File: config.mk
export PLATFORM = sky130hd
export DESIGN_NAME = sdram_aref
export DESIGN_NICKNAME = d
export VERILOG_FILES = /design/src/rtl/sdram_pkg.sv /design/src/rtl/sdram_aref_timer.sv /design/src/rtl/sdram_aref.sv
export SDC_FILE = /design/constraint.sdc
export NUM_CORES = 1
export LEC_CHECK = 0
export BUFFER_PORTS_ARGS = -buffer_cell sky130_fd_sc_hd__buf_2
export CORE_ASPECT_RATIO = 0.75
export CORE_MARGIN = 2
export CORE_UTILIZATION = 50
export DETAILED_ROUTE_END_ITERATION = 10
export PLACE_DENSITY = 0.79
export SETUP_SLACK_MARGIN = 0.5
export SYNTH_ARGS = -nofsm -noshare
export SYNTH_HDL_FRONTEND = slang
export SYNTH_SLANG_ARGS = --single-unit
File: constraint.sdc
create_clock -name Sys_clk -period 2.15 [get_ports Sys_clk]
set_input_delay 0.3225 -clock Sys_clk [delete_from_list [all_inputs] [get_ports Sys_clk]]
set_output_delay 0.3225 -clock Sys_clk [all_outputs]
set_load 0.03 [all_outputs]
File: src/rtl/sdram_pkg.sv
// Shared SDRAM constants: command encodings, refresh FSM states and default timings.
// Used by the refresh block and the init sequencer alike.
package sdram_pkg;

  // {CS_N, RAS_N, CAS_N, WE_N}
  localparam logic [3:0] CMD_NOP       = 4'b0111;
  localparam logic [3:0] CMD_PRECHARGE = 4'b0010;
  localparam logic [3:0] CMD_AREF      = 4'b0001;

  localparam int DEF_REF_PERIOD = 1500;
  localparam int DEF_TRP_CYC    = 2;
  localparam int DEF_TRC_CYC    = 7;

  // Address bit that selects "all banks" on PRECHARGE.
  localparam int A10_BIT = 10;

  typedef enum logic [2:0] {
    ST_IDLE,
    ST_PRECH,
    ST_WAIT_TRP,
    ST_AREF1,
    ST_WAIT_TRC1,
    ST_AREF2,
    ST_WAIT_TRC2
  } aref_state_t;

  function automatic int max_int(input int a, input int b);
    return (a > b) ? a : b;
  endfunction

endpackage

File: src/rtl/sdram_aref_timer.sv
// Free-running refresh interval timer; raises the refresh request and flags
// an overflow when an interval elapses with a request still pending.
module sdram_aref_timer
  import sdram_pkg::*;
#(
  parameter int REF_PERIOD = DEF_REF_PERIOD
) (
  input  logic clk,
  input  logic rst,
  input  logic init_done,
  input  logic accept,
  output logic req,
  output logic ovf
);

  localparam int TMR_W = (REF_PERIOD > 1) ? $clog2(REF_PERIOD) : 1;
  localparam logic [TMR_W-1:0] TMR_LAST = TMR_W'(REF_PERIOD - 1);

  logic [TMR_W-1:0] cnt;
  logic             terminal;

  assign terminal = init_done && (cnt == TMR_LAST);

  // NOTE: sequential state uses non-blocking assignments so every flop samples pre-edge values.
  always_ff @(posedge clk or posedge rst) begin
    if (rst) begin
      cnt <= '0;
      req <= 1'b0;
      ovf <= 1'b0;
    end else begin
      if (!init_done || terminal) cnt <= '0;
      else                        cnt <= cnt + 1'b1;

      // A grant on the same edge as a terminal count retires the old request.
      if (!init_done) begin
        req <= 1'b0;
      end else if (terminal) begin
        req <= 1'b1;
        if (req && !accept) ovf <= 1'b1;
      end else if (accept) begin
        req <= 1'b0;
      end
    end
  end

endmodule

File: src/rtl/sdram_aref.sv
// SDRAM auto-refresh controller: PRECHARGE ALL followed by two AUTO REFRESH
// commands, issued once per refresh interval after the arbiter grants the bus.
module sdram_aref
  import sdram_pkg::*;
#(
  parameter int SDRAM_BANK_WIDTH = 2,
  parameter int SDRAM_ADDR_WIDTH = 12,
  parameter int REF_PERIOD       = DEF_REF_PERIOD,
  parameter int TRP_CYC          = DEF_TRP_CYC,
  parameter int TRC_CYC          = DEF_TRC_CYC
) (
  input  logic                        Sys_clk,
  input  logic                        Rst,
  input  logic                        INIT_DONE,
  input  logic                        REF_EN,
  output logic                        REF_REQ,
  output logic [3:0]                  COMMAND_REF,
  output logic [SDRAM_ADDR_WIDTH-1:0] REF_A_ADDR,
  output logic [SDRAM_BANK_WIDTH-1:0] REF_BANK_ADDR,
  output logic                        REF_DONE,
  output logic                        REF_OVF
);

  localparam int WAIT_MAX = max_int(TRP_CYC, TRC_CYC);
  localparam int WAIT_W   = $clog2(WAIT_MAX + 1);
  localparam logic [WAIT_W-1:0] TRP_LOAD = WAIT_W'(TRP_CYC - 1);
  localparam logic [WAIT_W-1:0] TRC_LOAD = WAIT_W'(TRC_CYC - 1);
  localparam logic [SDRAM_ADDR_WIDTH-1:0] ADDR_ALL_BANKS = SDRAM_ADDR_WIDTH'(1) << A10_BIT;

  aref_state_t       state;
  logic [WAIT_W-1:0] wait_cnt;
  logic              accept;

  assign accept = REF_EN && REF_REQ && (state == ST_IDLE);

  sdram_aref_timer #(
    .REF_PERIOD(REF_PERIOD)
  ) u_timer (
    .clk      (Sys_clk),
    .rst      (Rst),
    .init_done(INIT_DONE),
    .accept   (accept),
    .req      (REF_REQ),
    .ovf      (REF_OVF)
  );

  // Outputs are registered against the state being entered, so COMMAND_REF
  // lines up with the state it belongs to.
  always_ff @(posedge Sys_clk or posedge Rst) begin
    if (Rst) begin
      state         <= ST_IDLE;
      wait_cnt      <= '0;
      COMMAND_REF   <= CMD_NOP;
      REF_A_ADDR    <= '0;
      REF_BANK_ADDR <= '0;
      REF_DONE      <= 1'b0;
    end else begin
      // NOTE: defaults first, so any branch that leaves an output alone drives NOP/zero.
      COMMAND_REF   <= CMD_NOP;
      REF_A_ADDR    <= '0;
      REF_BANK_ADDR <= '0;
      REF_DONE      <= 1'b0;

      case (state)
        ST_IDLE: begin
          if (accept) begin
            state       <= ST_PRECH;
            wait_cnt    <= '0;
            COMMAND_REF <= CMD_PRECHARGE;
            REF_A_ADDR  <= ADDR_ALL_BANKS;
          end
        end
        ST_PRECH: begin
          state    <= ST_WAIT_TRP;
          wait_cnt <= TRP_LOAD;
        end
        ST_WAIT_TRP: begin
          if (wait_cnt == '0) begin
            state       <= ST_AREF1;
            wait_cnt    <= '0;
            COMMAND_REF <= CMD_AREF;
          end else begin
            wait_cnt <= wait_cnt - 1'b1;
          end
        end
        ST_AREF1: begin
          state    <= ST_WAIT_TRC1;
          wait_cnt <= TRC_LOAD;
        end
        ST_WAIT_TRC1: begin
          if (wait_cnt == '0) begin
            state       <= ST_AREF2;
            wait_cnt    <= '0;
            COMMAND_REF <= CMD_AREF;
          end else begin
            wait_cnt <= wait_cnt - 1'b1;
          end
        end
        ST_AREF2: begin
          state    <= ST_WAIT_TRC2;
          wait_cnt <= TRC_LOAD;
          REF_DONE <= (TRC_CYC == 1);
        end
        ST_WAIT_TRC2: begin
          if (wait_cnt == '0) begin
            state    <= ST_IDLE;
            wait_cnt <= '0;
          end else begin
            wait_cnt <= wait_cnt - 1'b1;
            // Pulse lands in the final wait cycle.
            REF_DONE <= (wait_cnt == WAIT_W'(1));
          end
        end
        default: begin
          state    <= ST_IDLE;
          wait_cnt <= '0;
        end
      endcase
    end
  end

endmodule

==> Word level (Yosys, flattened, before mapping) <==
Index checks and enable logic that the tools add are counted.
{ "op_classes": {"add_sub_neg": 2, "n_eq_ne": 13, "n_mux": 19, "reduce_logical": 14} }
{ "ops": {"columns": ["cell", "count"], "rows": [
  ["2-to-1 mux 11 bit", 3],
  ["2-to-1 mux 3 bit", 8],
  ["case mux 3 bit (7 select lines)", 1],
  ["case mux 3 bit (4 select lines)", 1],
  ["adder 11 x 1 -> 11 bit (second input constant)", 1],
  ["== test 11 bit (second input constant)", 1],
  ["== test 3 bit (second input constant)", 3],
  ["== test 3 x 1 -> 1 bit (second input constant)", 2],
  ["== test 3 x 2 -> 1 bit (second input constant)", 2],
  ["zero test 3 bit", 2],
  ["!= test 2 bit (second input constant)", 3],
  ["case mux 3 bit (2 select lines)", 1],
  ["2-to-1 mux 1 bit", 5],
  ["logical AND 1 bit", 4],
  ["AND reduction 4 bit", 1],
  ["OR reduction 2 bit", 2],
  ["!= test 3 x 1 -> 1 bit (second input constant)", 1],
  ["AND reduction 3 bit", 1],
  ["OR reduction 3 bit", 1],
  ["subtractor 3 x 1 -> 3 bit (second input constant)", 1],
  ["zero test 1 bit", 2],
  ["!= test 2 x 1 -> 1 bit (second input constant)", 1],
  ["logical OR 1 bit", 1]
]} }
{ "totals": {"register_bits": 36, "inputBits": 4, "output_inout_bits": 21, "elab_cells": 56} }

==> Depth between registers and ports, before layout <==
{ "depth": {"word_depth": 5, "ltp_mapped": 5, "depth_no_buf": 4} }

==> Modules after synthesis <==
Synthesis repeated with hierarchy kept, for this count alone.
{ "unflattened": {"cells_unflattened": 118, "hier_area_um2": 1271.2} }
{ "by_module_without_submodules": {"columns": ["mod", "n_inst", "cells_per_inst", "area_each_um2", "seq_area_each_um2"], "rows": [
  ["sdram_aref", 1, 59, 641.9, 279.0],
  ["sdram_aref_timer", 1, 59, 629.4, 325.3]
]} }

==> Worst setup path before layout <==
No wires, ideal clock.
{ "synth_path": {"kind": "register to register", "startpoint": "register wait_cnt[0]", "endpoint": "register COMMAND_REF[2]", "setup_ns": 0.088, "arrival_time_ns": 1.411, "t_required_ns": 2.062, "path_slack_ns": 0.651, "path_stages_with_launch": 4, "n_path_buf": 0, "period_less_slack_ns": 1.499, "path_cell_list": "dfrtp_1 > or3_1 > maj3_2 > or3_1"} }
{ "synth_via": {"elab_chain_cells": 3} }
{ "synth_rtl": {"columns": ["item", "line_no", "source"], "rows": [
  ["from (decl)", "sdram_aref.sv:31", "logic [WAIT_W-1:0] wait_cnt;"],
  ["from (signal assigned)", "sdram_aref.sv:83", "wait_cnt <= wait_cnt - 1'b1;"],
  ["from (signal assigned)", "sdram_aref.sv:96", "wait_cnt <= wait_cnt - 1'b1;"],
  ["from (signal assigned)", "sdram_aref.sv:109", "wait_cnt <= wait_cnt - 1'b1;"],
  ["zero test 3 bit", "sdram_aref.sv:78, sdram_aref.sv:91", null],
  ["2-to-1 mux 3 bit", "sdram_aref.sv:78, sdram_aref.sv:91", null],
  ["case mux 3 bit (2 select lines)", "sdram_aref.sv:64", "case (state)"],
  ["to (signal assigned)", "sdram_aref.sv:69", "COMMAND_REF <= CMD_PRECHARGE;"],
  ["to (signal assigned)", "sdram_aref.sv:81", "COMMAND_REF <= CMD_AREF;"],
  ["to (signal assigned)", "sdram_aref.sv:94", "COMMAND_REF <= CMD_AREF;"],
  ["to (decl)", "sdram_aref.sv:17", "output logic [3:0] COMMAND_REF,"]
]} }
Every way passes these cells.
A chain may end at the register's enable or synchronous reset.

==> Final worst setup path <==
{ "layout_path": {"startpoint": "register u_timer.cnt[0]", "endpoint": "register u_timer.cnt[8]"} }
{ "layout_via": {"elab_chain_cells": 4, "word_cells_on_any_way": 5, "classes_between": "add/sub: 1; eq/ne: 1; mux: 1; reduce/logical: 2"} }
{ "layout_rtl": {"columns": ["item", "line_no", "source"], "rows": [
  ["from (decl)", "sdram_aref_timer.sv:19", "logic [TMR_W-1:0] cnt;"],
  ["from (signal assigned)", "sdram_aref_timer.sv:32", "else cnt <= cnt + 1'b1;"],
  ["branches (longest 3 deep; another with adder 11 x 1 -> 11 bit)", null, null],
  ["2-to-1 mux 11 bit *", "sdram_aref_timer.sv:31", "if (!init_done || terminal) cnt <= '0;"]
]} }
Every way passes the cells marked *.

==> impl_metrics.json <==
{
  "number_of_stages_on_the_worst_setup_path": 4,
  "period_needed_ps": 1580,
  "ctsLongestPathBuffers": 2,
  "p_per_area_nw_per_um2": 586,
  "post-route-period-util_pct": 73.5,
  "detail_route.vias_per_cell": 5.32,
  "yosys.area_share.simple_pct": 18.5,
  "synth_seq_cells": 24,
  "synth.top_cell.area_share_pct": 42.9,
  "synthCells": 123,
  "instances_no_fill": 168,
  "fill_cells": 197,
  "floorplan.initialDensity_pct": 53.0,
  "synth_compound_gate_area_share_pct": 14.1,
  "grt_antenna_before_repair": 0,
  "grt_pass1_wl_mm": 3.39,
  "detail_route.wirelength.met1_microns": 942,
  "die_area_sq_um": 2860,
  "tritoncts_num_sinks": 24,
  "place.detailed.hpwl_mm": 1.53,
  "path_clk_slew_ps": 130,
  "power.share.switching_pct": 24.6,
  "synth_largest_area_cell": "dfrtp_1",
  "place.gp.congestion": 0.822,
  "tightest_slew_ps": 585,
  "drv_cap": 0,
  "fp-row-count": 15,
  "setup_slack_of_the_critical_path_after_layout_ps": 570,
  "area.growth.synth_to_final_pct": 5.32,
  "worst-r2r-cell-count": 4,
  "power.switching_w": 0.000186,
  "share_comb_of_total_power_pct": 7.9,
  "critical_path_arrival_ps": 1820,
  "cts_setup_buffers": 0,
  "first_pass_iters": 4,
  "track_usage_pct": 16.5,
  "port_buffers": 10,
  "power.clock.fraction_pct": 31.0,
  "pre_cts_ws_ps": 595,
  "cp-end-kind": "flop",
  "cts_repair_resize_count": 0,
  "rsz0062_at_grt": "no",
  "floorplan.core_area_sq_um": 2310,
  "cell_area_after_technology_mapping_sq_um": 1220,
  "leakagePower_nw": 0.577,
  "ir_worst_vdd_uv": 206,
  "grt_max_degree": 25,
  "seq_power_share_pct": 61.1,
  "clock_tree.root_cell": "clkbuf_4",
  "cts_inserted_buffers": 3,
  "worst_path_max_delay_cell": "or4_1",
  "post_synth_main_area_contributors": "dfrtp_1, buf_4, dfstp_2",
  "finalClockSkew_ps": 6.62,
  "p_int_w": 0.000569,
  "netlist-cell-type-count": 37,
  "place_inst": 164,
  "synth_sequential_area_ratio_pct": 49.4,
  "final_layout_size_suffix_gt1_share_pct": 19.4,
  "status": "finished clean",
  "finalCoreUtilization_pct": 55.8,
  "yosys-mux-area-fraction_pct": 0.920,
  "drt_antenna_net_count": 0,
  "residual_overflow_from_global_routing": 0,
  "first_global_vias": 778,
  "route.vias.total": 894,
  "timing.hold.worst.class": "input pin to asynchronous set/reset pin",
  "total_count_of_hold_check_failures_in_the_final_report": 0,
  "die_h_microns": 46.8,
  "drt_iter0_drc": 20,
  "wl_per_cell_microns": 12.4,
  "die_width_microns": 61.1,
  "synthAdderAreaFrac_pct": 1.94,
  "synth_xor_area_share_pct": 2.86,
  "relative_max_transition_margin_pct": 60.9,
  "start_kind": "flop",
  "htreeDepth": 1,
  "final-max-slew-violation-count": 0,
  "total_chip_power_w": 0.000755,
  "worst_skew_pair.late_latency_ps": 310,
  "met3WireLength_microns": 149,
  "remaining_drc_errors": 0,
  "timing.fmax_ghz": 0.633,
  "setup_violations": 0,
  "crit_path_max_incr_delay_ps": 470,
  "top_level_ports": 25,
  "net_count_reported_at_finish": 140,
  "synth_top_family_by_area": "simple AND/OR/NAND/NOR gates",
  "wl_met2_microns": 943,
  "worst_setup_path_category": "flop to flop",
  "synthesis.area_per_instance_sq_um": 9.95,
  "required_time_reported_for_the_critical_path_endpoint_ps": 2390,
  "clock_tree_from_tritoncts": "done",
  "critical-path-top-delay-family": "simple AND/OR/NAND/NOR gates",
  "crit_path_cell_trace": "ha_1, nand3_1, or4_1, a21oi_1",
  "crit_buf_inv": 0,
  "ys_warn_count": 0,
  "route.top_layer_used": "met4",
  "timing.setup.tns_ps": 0,
  "cts_hold_buf": 0,
  "antenna_cells_inserted": 0,
  "drt-total-wl_mm": 2.08,
  "crit_path_max_fanout": 7
}
==> worst paths after layout <==
path / start / endpoint / slack, ps
worst max-delay path: u_timer.cnt[0] / u_timer.cnt[8] / 570
worst min-delay path: Rst / u_timer.req / 20
worst max register to register: u_timer.cnt[0] / u_timer.cnt[8] / 570
worst min register to register: u_timer.ovf / u_timer.ovf / 500
max in group asynchronous: Rst / COMMAND_REF[0] / 1850
min in group Sys_clk: REF_EN / COMMAND_REF[0] / 230
==> layout make-up <==
class                           instances  area, sq um  share of cell area, %
Sequential cell                        24          604                   46.9
Timing Repair Buffer                   12         65.1                   5.05
Tap cell                               34         42.5                   3.30
Inverter                                5         18.8                   1.46
Clock buffer                            4         36.3                   2.82
Multi-Input combinational cell         89          522                   40.5
==> sequential cells by signal, summed over array words and instances, names as in the netlist <==
signal       cells
COMMAND_REF      3
REF_A_ADDR       1
REF_DONE         1
state            3
u_timer.cnt     11
u_timer.ovf      1
u_timer.req      1
wait_cnt         3
==> stage by stage <==
stage	hold WS (ps)	cell area (sq um)
final	21.9	1290
after global routing	43.7	1290
after CTS	32.1	1290
after detailed placement	378	1250
after global placement	371	1250
after floorplan	335	1270
==> synthesized netlist by cell type <==
master     instances
o22ai_1            1
o21a_1             1
or3_1              5
dfstp_2            3
a2111oi_2          1
ha_1               1
buf_4             14
conb_1             1
nand2_1            5
nand4bb_1          1
nor2_1             9
a21boi_0           1
mux2_2             1
a21o_1             1
clkbuf_1           3
nand3b_1           1
a21oi_1            8
nor4_1             1
nand3_1            7
o21ai_0            5
xnor2_1            3
nor3_1             5
or4_1              3
nand4_1            2
dfrtp_1           21
or2_2              1
xor2_1             1
a31oi_1            1
a31o_2             1
o31ai_1            4
inv_1              5
buf_6              1
a221o_2            1
or3_2              1
maj3_2             1
o211ai_1           1
nand4b_1           1
==> placed cells by master, fill, tap and decap left out, drive strengths merged, types with 2 or more instances in the layout <==
cell type | Yosys | routed
or3 | 6 | 6
o21ai | 5 | 5
dfstp | 3 | 3
a21oi | 8 | 8
dfrtp | 21 | 21
conb | 1 | 14
xnor2 | 3 | 3
nand4 | 2 | 2
clkbuf | 3 | 4
or4 | 3 | 3
nand3 | 7 | 7
inv | 5 | 5
nor3 | 5 | 5
nand2 | 5 | 5
buf | 15 | 12
nor2 | 9 | 9
o31ai | 4 | 4
==> power by group through the flow <==
| stage | registers [W] | logic (W) | clock network, W |
|---|---|---|---|
| detailed placement | 0.000470 | 0.0000603 | 0 |
| finish | 0.000461 | 0.0000599 | 0.000234 |
| CTS | 0.000461 | 0.0000603 | 0.000241 |
| floorplan | 0.000468 | 0.0000688 | 0 |
| global placement | 0.000469 | 0.0000587 | 0 |
| global route | 0.000462 | 0.0000657 | 0.000250 |
==> cell families (layout without fill, tap and decap cells) <==
| kind of cell | Yosys count | after routing |
|---|---|---|
| buffers and inverters | 23 | 21 |
| DFF | 24 | 24 |
| muxes | 1 | 1 |
| AOI/OAI and AO/OA | 26 | 26 |
| xor gates and xnor gates | 4 | 4 |
| adders and majority gates | 2 | 2 |
| and+or+nand+nor | 42 | 42 |
| other | 1 | 14 |
==> tightest hold or removal path, delay by kind of cell <==
kind / cells / cell delay [ps]
buffers and inverters: 3 / 420
==> routing by layer <==
metal,vias to the layer above,global-route usage (%)
li1,436,-
met1,412,21.0
met2,40,28.1
met3,6,3.31
met4,0,6.52
met5,-,0
Note: power is estimated with default switching activity, not from simulation.
